--- config.mk ---
export PLATFORM = sky130hd
export DESIGN_NAME = l1_mem_arbiter
export DESIGN_NICKNAME = d
export VERILOG_FILES = /design/src/rtl/l1_mem_arbiter.sv
export SDC_FILE = /design/constraint.sdc
export NUM_CORES = 1
export LEC_CHECK = 0
export CORE_UTILIZATION = 39
export DETAILED_ROUTE_END_ITERATION = 10
export GPL_TIMING_DRIVEN = 1
export PLACE_DENSITY = 0.77
export SETUP_SLACK_MARGIN = 0.02
export SYNTH_ARGS = -nofsm -noshare
export SYNTH_HDL_FRONTEND = slang
export SYNTH_SLANG_ARGS = --single-unit
export TNS_END_PERCENT = 1
--- constraint.sdc ---
create_clock -name clk -period 1.9 [get_ports clk]
set_input_delay 0.38 -clock clk [delete_from_list [all_inputs] [get_ports clk]]
set_output_delay 0.38 -clock clk [all_outputs]
set_load 0.01 [all_outputs]
--- src/rtl/l1_mem_arbiter.sv ---
// Round-robin arbiter sharing one external memory port between the L1 I-cache
// (line refills) and the L1 D-cache (line refills and single-word stores).
module l1_mem_arbiter #(
  parameter int DATA_W     = 32,
  parameter int ADDR_W     = 32,
  parameter int LINE_WORDS = 4
) (
  input  logic              clk,
  input  logic              rst,
  input  logic              i_req,
  input  logic [ADDR_W-1:0] i_addr,
  input  logic              d_req,
  input  logic              d_we,
  input  logic [ADDR_W-1:0] d_addr,
  input  logic [DATA_W-1:0] d_wdata,
  output logic              mem_en,
  output logic              mem_we,
  output logic [ADDR_W-1:0] mem_addr,
  output logic [DATA_W-1:0] mem_wdata,
  input  logic [DATA_W-1:0] mem_rdata,
  input  logic              mem_ready,
  output logic [DATA_W-1:0] rdata,
  output logic              i_valid,
  output logic              d_valid,
  output logic              i_done,
  output logic              d_done,
  output logic [1:0]        grant
);

  localparam int CNT_W = $clog2(LINE_WORDS);
  localparam int OFF   = CNT_W + 2;
  localparam logic [CNT_W-1:0] LAST = CNT_W'(LINE_WORDS - 1);

  typedef enum logic [1:0] {IDLE, I_BURST, D_BURST, D_WRITE} state_e;
  typedef enum logic {LG_I, LG_D} owner_e;

  state_e                 state_q, state_d;
  owner_e                 last_q, last_d;
  logic [CNT_W-1:0]       cnt_q, cnt_d;
  logic [ADDR_W-OFF-1:0]  line_q, line_d;
  logic                   mem_en_q, mem_en_d;
  logic                   mem_we_q, mem_we_d;
  logic [ADDR_W-1:0]      mem_addr_q, mem_addr_d;
  logic [DATA_W-1:0]      mem_wdata_q, mem_wdata_d;
  logic [DATA_W-1:0]      rdata_q, rdata_d;
  logic                   i_valid_q, i_valid_d;
  logic                   d_valid_q, d_valid_d;
  logic                   i_done_q, i_done_d;
  logic                   d_done_q, d_done_d;
  logic [1:0]             grant_q, grant_d;
  logic                   i_elig, d_elig, pick_i, pick_d;
  logic                   unused_ok;

  assign unused_ok = ^i_addr[OFF-1:0];

  always_comb begin
    state_d     = state_q;
    last_d      = last_q;
    cnt_d       = cnt_q;
    line_d      = line_q;
    mem_en_d    = mem_en_q;
    mem_we_d    = mem_we_q;
    mem_addr_d  = mem_addr_q;
    mem_wdata_d = mem_wdata_q;
    rdata_d     = rdata_q;
    grant_d     = grant_q;
    i_valid_d   = 1'b0;
    d_valid_d   = 1'b0;
    i_done_d    = 1'b0;
    d_done_d    = 1'b0;
    // A requester whose done is still high has not yet dropped req.
    i_elig = i_req & ~i_done_q;
    d_elig = d_req & ~d_done_q;
    pick_i = i_elig & (~d_elig | (last_q == LG_D));
    pick_d = d_elig & ~pick_i;

    case (state_q)
      IDLE: begin
        if (pick_i) begin
          state_d    = I_BURST;
          last_d     = LG_I;
          cnt_d      = '0;
          line_d     = i_addr[ADDR_W-1:OFF];
          mem_en_d   = 1'b1;
          mem_we_d   = 1'b0;
          mem_addr_d = {i_addr[ADDR_W-1:OFF], {CNT_W{1'b0}}, 2'b00};
          grant_d    = 2'b01;
        end else if (pick_d) begin
          last_d   = LG_D;
          cnt_d    = '0;
          mem_en_d = 1'b1;
          grant_d  = 2'b10;
          if (d_we) begin
            state_d     = D_WRITE;
            mem_we_d    = 1'b1;
            mem_addr_d  = d_addr;
            mem_wdata_d = d_wdata;
          end else begin
            state_d    = D_BURST;
            mem_we_d   = 1'b0;
            line_d     = d_addr[ADDR_W-1:OFF];
            mem_addr_d = {d_addr[ADDR_W-1:OFF], {CNT_W{1'b0}}, 2'b00};
          end
        end
      end
      I_BURST, D_BURST: begin
        if (mem_ready) begin
          rdata_d   = mem_rdata;
          i_valid_d = (state_q == I_BURST);
          d_valid_d = (state_q == D_BURST);
          if (cnt_q == LAST) begin
            i_done_d = (state_q == I_BURST);
            d_done_d = (state_q == D_BURST);
            state_d  = IDLE;
            mem_en_d = 1'b0;
            grant_d  = 2'b00;
          end else begin
            cnt_d      = cnt_q + 1'b1;
            mem_addr_d = {line_q, cnt_d, 2'b00};
          end
        end
      end
      D_WRITE: begin
        if (mem_ready) begin
          d_done_d = 1'b1;
          state_d  = IDLE;
          mem_en_d = 1'b0;
          mem_we_d = 1'b0;
          grant_d  = 2'b00;
        end
      end
      default: state_d = IDLE;
    endcase
  end

  always_ff @(posedge clk) begin
    if (rst) begin
      state_q     <= IDLE;
      last_q      <= LG_D;
      cnt_q       <= '0;
      line_q      <= '0;
      mem_en_q    <= 1'b0;
      mem_we_q    <= 1'b0;
      mem_addr_q  <= '0;
      mem_wdata_q <= '0;
      rdata_q     <= '0;
      i_valid_q   <= 1'b0;
      d_valid_q   <= 1'b0;
      i_done_q    <= 1'b0;
      d_done_q    <= 1'b0;
      grant_q     <= 2'b00;
    end else begin
      state_q     <= state_d;
      last_q      <= last_d;
      cnt_q       <= cnt_d;
      line_q      <= line_d;
      mem_en_q    <= mem_en_d;
      mem_we_q    <= mem_we_d;
      mem_addr_q  <= mem_addr_d;
      mem_wdata_q <= mem_wdata_d;
      rdata_q     <= rdata_d;
      i_valid_q   <= i_valid_d;
      d_valid_q   <= d_valid_d;
      i_done_q    <= i_done_d;
      d_done_q    <= d_done_d;
      grant_q     <= grant_d;
    end
  end

  assign mem_en    = mem_en_q;
  assign mem_we    = mem_we_q;
  assign mem_addr  = mem_addr_q;
  assign mem_wdata = mem_wdata_q;
  assign rdata     = rdata_q;
  assign i_valid   = i_valid_q;
  assign d_valid   = d_valid_q;
  assign i_done    = i_done_q;
  assign d_done    = d_done_q;
  assign grant     = grant_q;

endmodule

* Word level (Yosys, flattened, before mapping)
Index checks and enable logic that the tools add are counted.
Widths: inputs -> output; s select.
** Cells by class
- Add/sub/neg operators :: 1
- Equal/unequal tests :: 10
- Muxes and demuxes :: 39
- Bitwise logic cells :: 12
- Reduce and logical (&&, ||, !) cells :: 14
** Operators with widths (number)
- $mux 32 :: 4
- $mux 28 :: 3
- $pmux 32 s2 :: 1
- $mux 2 :: 11
- $mux 1 :: 13
- $pmux 2 s3 :: 2
- $reduce_and 4->1 :: 3
- $ne 2x2->1 const B :: 4
- $not 1->1 :: 7
- $eq 2x2->1 const B :: 3
- $reduce_and 3->1 :: 2
- $reduce_bool 2->1 :: 3
- $and 1x1->1 :: 4
- $mux 4 :: 1
- $pmux 1 s2 :: 2
- $pmux 2 s2 :: 1
- $reduce_and 2->1 :: 2
- $reduce_or 4->1 :: 1
- $ne 3x3->1 const B :: 1
- $pmux 1 s3 :: 1
- $reduce_or 3->1 :: 1
- $add 2x1->2 const B :: 1
- $eq 2x1->1 const B :: 1
- $logic_not 2->1 :: 1
- other kinds (3) :: 3
** Word-level totals
- Register bits :: 137
- Input bits :: 134
- Output and inout port bits :: 104

* Longest topological paths before layout
Gate-level depths: netlist (run 1).
- Word-level depth :: 10
- Mapped depth :: 8

* Worst setup path before layout (run 1)
OpenSTA, ideal clock, no wires.
- Kind :: register to register
- From :: register, netlist name grant[1]
- To :: register mem_addr_q[2], in the netlist mem_addr[2]
- Setup time :: 0.131 ns
- Data arrival time :: 1.698 ns
- Required time :: 1.769 ns
- Path slack :: 0.071 ns
- Stages on the path, launching flop included :: 9
- Buffers on the path :: 2
- Period minus slack after synthesis :: 1.829 ns
- Cells stage by stage :: dfxtp_1 inv_1 ha_1 nand2b_1 a32o_1 buf_2 buf_2 a211oi_1 nor3_2
** RTL lines
- end signal: assignment :: line 159 : mem_addr_q <= mem_addr_d;
- end: declaration :: line 43 : logic [ADDR_W-1:0] mem_addr_q, mem_addr_d;

* Worst setup path after layout (run 1)
- From :: register grant_q[1], in the netlist grant[1]
- To :: output port grant[1]
** RTL lines
- start: declaration :: line 50 : logic [1:0] grant_q, grant_d;
- start signal: assignment :: line 166 : grant_q <= grant_d;
- end: declaration :: line 27 : output logic [1:0] grant
No word-level cell between the ends.

==> impl_metrics.ini, run 1 <==
[setup_path]
crit_arrival_ns = 1.45
r2r-start = state_q[0]$_SDFFE_PP0P_
end_kind = output port
rr_worst_depth = 8
cp_max_fo = 4
rr_endpoint = mem_addr[3]$_SDFFE_PP0P_
critPathLaunchType = flop
reg2reg_setup_slack_ns = 0.08
critPathKind = flop to output port
required_ns = 1.52

[worst_hold_path]
hold_path_class = primary input to flop
whs_path_depth = 2
min_to = mem_addr[7]$_SDFFE_PP0P_
worstHoldStart = rst

[route]
wl_per_cell_um = 15.9
wl_met2_um = 8840
vias = 6204
drt_iter0_drc = 516
routed_wl_um = 18600
drtAntennaViolNets = 0
vias_per_cell = 5.31
drc = 0
wl_met1_um = 7900
met3_length_um = 1420
route.top_layer_used = met4
dr.pass1.iters = 6

[synth]
yosys_warnings = 0
netlist.area_leader.share_pct = 47.1
synth-seq-cells = 136
synthArstFlopShare_pct = 0
synth_edf_count = 0
dominantRegCellSynth = dfxtp_1
avgSynthCellArea_um2 = 7.95
synth_area_leaders = dfxtp_1 (47%), nand2_1 (12%), a21oi_1 (11%), a221o_1 (4.7%), a311oi_1 (4.1%)
ys_types = 41
synth_nets = 866
synthCells = 727
yosysTopAreaCell = dfxtp_1
ys_seq_area_share_pct = 47.1
synth_area_um2 = 5780
ys_top_cells_by_count = nand2_1 (192), dfxtp_1 (136), a21oi_1 (130)
synth_most_common_cell = nand2_1

[pwr]
p_comb_share_pct = 43.4
leakagePower_uw = 0.00341
switchingPower_uw = 4300
peakVddDrop_uv = 795
pwr-share-clk_pct = 27.2
power.density_nw_per_um2 = 1350
cellInternalPower_uw = 8380
swShare_pct = 33.9
seqPwrFrac_pct = 29.3

[clocking]
cts_tree = built
clk_latency_ns = 0.42
clock-sinks = 136
path_clk_slew_ns = 0.06
cts_buffers = 17
htreeDepth = 4
clk_path_buf_depth = 2
cts-root-buf = clkbuf_16
cts_hold_buf = 0

[grt]
antenna_found_initial = 0
gr-total-overflow = 0
grt_pass1_wl_um = 27900
grt_max_degree = 47
grtUsageTotal_pct = 23.4
grt_pass1_vias = 5591

[sta]
period_minus_slack_ns = 1.83
slew_viol_final = 0
max_freq_mhz = 547
rsz0062_at_grt = yes
skew_ns = 0.0111
setup_viol = 0
tightest_slew_ns = 0.479
hold_viol = 0
slew_headroom_pct = 68.0
whs_ns = 0.417
finalCritPeriodShare_pct = 96.2
fin_tns_setup_ns = 0

[run]
maxCapViolations = 0

[floorplan]
ios = 238
core_um2 = 14500
die_area_um2 = 15300
start_util_pct = 39.9
fp.dieW_um = 124
die_h_um = 124
rows = 44

[status]
outcome = completed

[final_layout]
final_util_pct = 64.8
area_growth_pct = 62.2
nFillCells = 1224
nets = 1110
antenna_cells = 0
stdcell_area_um2 = 9380
drive_gt1_share_pct = 11.6

[place]
gp_congestion = 0.812
placed_area_um2 = 8640
dp_hpwl_um = 12400
io_buffers = 233
worst max-delay path: stages (launching register included):
cell and delay [ns]:
dfxtp_2 0.33, buf_4 0.13, clkdlybuf4s50_1 0.56
through the flow:
stage                     worst slack, ns  total power, uW  instances
final                              0.0726            12700       1168
after global routing               0.0131            13400       1168
after CTS                         0.00985            12300       1164
after detailed placement           -0.278             8850       1132
after global placement             -0.224             8770       1132
after floorplan                    0.0707             6620        727
repair_timing:
action / in CTS / in global routing
gates resized for setup: 1 / 18
setup buffers: 0 / 3
pin swaps: 0 / 2
endpoints found under the hold margin: 0 / 0
gates cloned: 0 / 1
setup endpoints to repair: 5 / 54
worst max path at each step:
stage | start | to | slack, ns | cells past startpoint
5_1_grt | state_q[0]$_SDFFE_PP0P_ | mem_addr[3]$_SDFFE_PP0P_ | 0.01 | 8
3_5_place_dp | d_req | mem_addr[11]$_SDFFE_PP0P_ | -0.28 | 7
2_1_floorplan | grant[1]$_SDFFE_PP0P_ | mem_addr[2]$_SDFFE_PP0P_ | 0.07 | 8
4_1_cts | state_q[0]$_SDFFE_PP0P_ | mem_addr[11]$_SDFFE_PP0P_ | 0.01 | 7
6_report | grant[1]$_SDFFE_PP0P_ | grant[1] | 0.07 | 2
3_3_place_gp | d_req | mem_addr[29]$_SDFFE_PP0P_ | -0.22 | 7
cells in the final DEF, fill, tap and decap left out, types with 12 or more instances in the layout:
cell	n
a21oi_1	128
a221o_1	27
inv_1	28
a31oi_1	27
nand2_1	192
a311oi_1	27
clkdlybuf4s50_1	231
buf_12	12
clkbuf_16	18
dfxtp_1	134
buf_4	45
o21ai_0	30
power by group through the flow:
stage | clock network, uW | logic (uW) | registers [uW]
after global placement | 0 | 5030 | 3750
final | 3450 | 5510 | 3720
after CTS | 3500 | 5120 | 3720
after floorplan | 0 | 2710 | 3910
after global routing | 3640 | 5970 | 3790
after detailed placement | 0 | 5080 | 3770
state kept, by name, indices dropped and copies added, names as in the netlist, 2 cells and up:
register	count
mem_addr	32
mem_wdata	32
rdata	32
line_q	28
cnt_q	2
grant	2
kinds of logic after synthesis:
group / after synthesis / synth area share, %
AOI/OAI and AO/OA: 259 / 28.3
DFF: 136 / 47.1
buffers and inverters: 100 / 7.23
adders and majority gates: 5 / 1.08
and+or+nand+nor: 227 / 16.3
final cells by class:
type / count / area (um2) / area share [%]
clock inverter: 13 / 170 / 1.81
multi-input combinational: 491 / 2700 / 28.8
sequential: 136 / 2730 / 29.1
clock buffer: 19 / 453 / 4.83
inverter: 30 / 113 / 1.20
tap: 184 / 230 / 2.46
timing repair buffer: 295 / 2990 / 31.9
routing by layer:
metal  up-vias  track usage (%)
met1      2873             29.4
li1       3036                -
met5         -                0
met2       264             37.9
met3        31             5.59
met4         0             10.4
Power figures use the tool's default switching activity.
==> run 2, diff against run 1 <==
CORE_UTILIZATION = 23   (was 39)
PLACE_DENSITY = unset   (was 0.77)
==> run 2 against run 1 <==
- non-clock buffer count down 8
- cell count up 11%
- sequential share of layout area down 0.15 points
- hold slack better by 0.024 ns
- combinational power down 6.4%
- cell area up 0.41%
- largest power group unchanged
- worst setup slack better by 0.037 ns
- die area up 68%
- count of clock-buffer cells in the layout down 1
- routed wire length up 12%
- critical endpoint is now i_done
- core utilization down 26 points
- via count down 1.1%
==> impl_metrics.ini, run 2 (synthesized netlist as in run 1, its figures left out) <==
[worst_hold_path]
min_to = mem_addr[6]$_SDFFE_PP0P_
worstHoldStart = rst
hold_path_class = primary input to flop
whs_path_depth = 2

[sta]
period_minus_slack_ns = 1.79
max_freq_mhz = 559
slew_viol_final = 0
setup_viol = 0
layout_setup_ws_ns = 0.110
tightest_slew_ns = 0.517
hold_viol = 0
finalCritPeriodShare_pct = 94.2
rsz0062_at_grt = yes
slew_headroom_pct = 65.5
skew_ns = 0.0123

[route]
vias_per_cell = 4.72
vias = 6138
drtAntennaViolNets = 0
drc = 0
drt_iter0_drc = 419
dr.pass1.iters = 5
wl_per_cell_um = 16.0
routed_wl_um = 20800

[setup_path]
critPathSlowestCell = clkdlybuf4s50_1
critPathLaunchType = flop
crit_arrival_ns = 1.41
r2r-start = state_q[0]$_SDFFE_PP0P_
end_kind = output port
rr_worst_depth = 7
max_stage_delay_ns = 0.61
crit_family = buffers and inverters
cp_max_fo = 3
required_ns = 1.52
reg2reg_setup_slack_ns = 0.14
rr_endpoint = mem_addr[7]$_SDFFE_PP0P_
critPathKind = flop to output port
crit_chain = clkdlybuf4s50_1
cp_num_buf_inv = 1

[floorplan]
core_um2 = 24500
die_area_um2 = 25800
fp.dieW_um = 161
rows = 57
start_util_pct = 23.6
die_h_um = 161
ios = 238

[grt]
gr-total-overflow = 0
grt_pass1_wl_um = 32600
antenna_found_initial = 0
grt_pass1_vias = 5883
grt_max_degree = 42
grtUsageTotal_pct = 16.0

[clocking]
cts-root-buf = clkbuf_16
clock-sinks = 136
cts_hold_buf = 0
cts_buffers = 17
cts_tree = built
path_clk_slew_ns = 0.06
clk_latency_ns = 0.41
clk_path_buf_depth = 2
htreeDepth = 4

[run]
maxCapViolations = 0

[final_layout]
seq_area_um2 = 2720
nFillCells = 2475
final_cell_mix = clkdlybuf4s50_1 (230), nand2_1 (192), dfxtp_1 (136)
layout.cells.non_filler = 1300
nets = 1102
drive_gt1_share_pct = 10.6
mostFrequentLayoutCell = clkdlybuf4s50_1
antenna_cells = 0
area_growth_pct = 62.9
multiInputGateArea_um2 = 2700

[pwr]
peakVddDrop_uv = 773
power.density_nw_per_um2 = 1300
leakagePower_uw = 0.00336
pwr-share-clk_pct = 27.3
cellInternalPower_uw = 7920
swShare_pct = 35.2
p_comb_share_pct = 42.2
seqPwrFrac_pct = 30.5
switchingPower_uw = 4300

[place]
dp_worst_setup_slack_ns = -0.272
gp_congestion = 0.796
dp_cells = 1268
io_buffers = 233
dp_hpwl_um = 14200

[status]
outcome = completed
## run 2: cell count changes in the layout (fill, tap and decap cells not counted), moves of 2 or more
cell / before / now
buf_4: 45 / 43
buf_6: 4 / 0
clkinv_2: 1 / 4
clkinv_4: 4 / 2
dfxtp_1: 134 / 136
dfxtp_2: 2 / 0
inv_1: 28 / 30
inv_2: 2 / 0
## run 2: power by group through the flow
stage / clock network (uW) / logic, uW / registers [uW]
floorplan: 0 / 2710 / 3910
global placement: 0 / 5090 / 3770
detailed placement: 0 / 5110 / 3790
CTS: 3430 / 5140 / 3730
global route: 3570 / 5660 / 3800
finish: 3340 / 5160 / 3730
## run 2: worst max-delay path by stage
| stage | start | end | slack, ns | cells past startpoint |
|---|---|---|---|---|
| after floorplan | grant[1]$_SDFFE_PP0P_ | mem_addr[2]$_SDFFE_PP0P_ | 0.07 | 8 |
| after CTS | grant[1]$_SDFFE_PP0P_ | grant[1] | 0.05 | 2 |
| final | i_done$_SDFF_PP0_ | i_done | 0.11 | 1 |
| after detailed placement | d_req | mem_addr[26]$_SDFFE_PP0P_ | -0.27 | 6 |
| after global routing | state_q[0]$_SDFFE_PP0P_ | mem_addr[15]$_SDFFE_PP0P_ | 0.003 | 7 |
| after global placement | d_req | mem_addr[7]$_SDFFE_PP0P_ | -0.28 | 6 |
## run 2: per-stage QoR
step / instance area (um2) / total power (uW) / util, % / hold slack, ns / TNS, ns
after floorplan: 5780 / 6620 / - / 0.440 / 0
after global placement: 8800 / 8860 / 36.0 / 0.441 / -19.13
after detailed placement: 8800 / 8900 / 36.0 / 0.446 / -19.90
after CTS: 9390 / 12300 / 38.4 / 0.421 / 0
after global routing: 9420 / 13000 / 38.5 / 0.442 / 0
final: 9420 / 12200 / 38.5 / 0.441 / 0
## run 2: timing repair
| item | 4_1_cts | 5_1_grt |
|---|---|---|
| endpoints found under the setup margin | 1 | 31 |
| buffers inserted | 0 | 0 |
| pin swaps | 0 | 0 |
| resized for setup | 1 | 5 |
## run 2: cell type report
type / count / share of cell area, %
repair buffers: 287 / 30.7
multi-input cells: 491 / 28.7
inverters: 30 / 1.20
clock inverters: 14 / 1.55
clock buffers: 18 / 4.66
well taps: 324 / 4.31
flip-flops and latches: 136 / 28.9
## run 2: metal layers
layer | global-route usage (%) | vias to the layer above | part of all wire [%] | wire, um
met2 | 25.3 | 207 | 48 | 9940
met3 | 5.14 | 19 | 7.2 | 1490
met4 | 5.02 | 0 | 1.7 | 350
met5 | 0 | - | 0 | 0
li1 | - | 3015 | - | -
met1 | 20.6 | 2897 | 43 | 8990
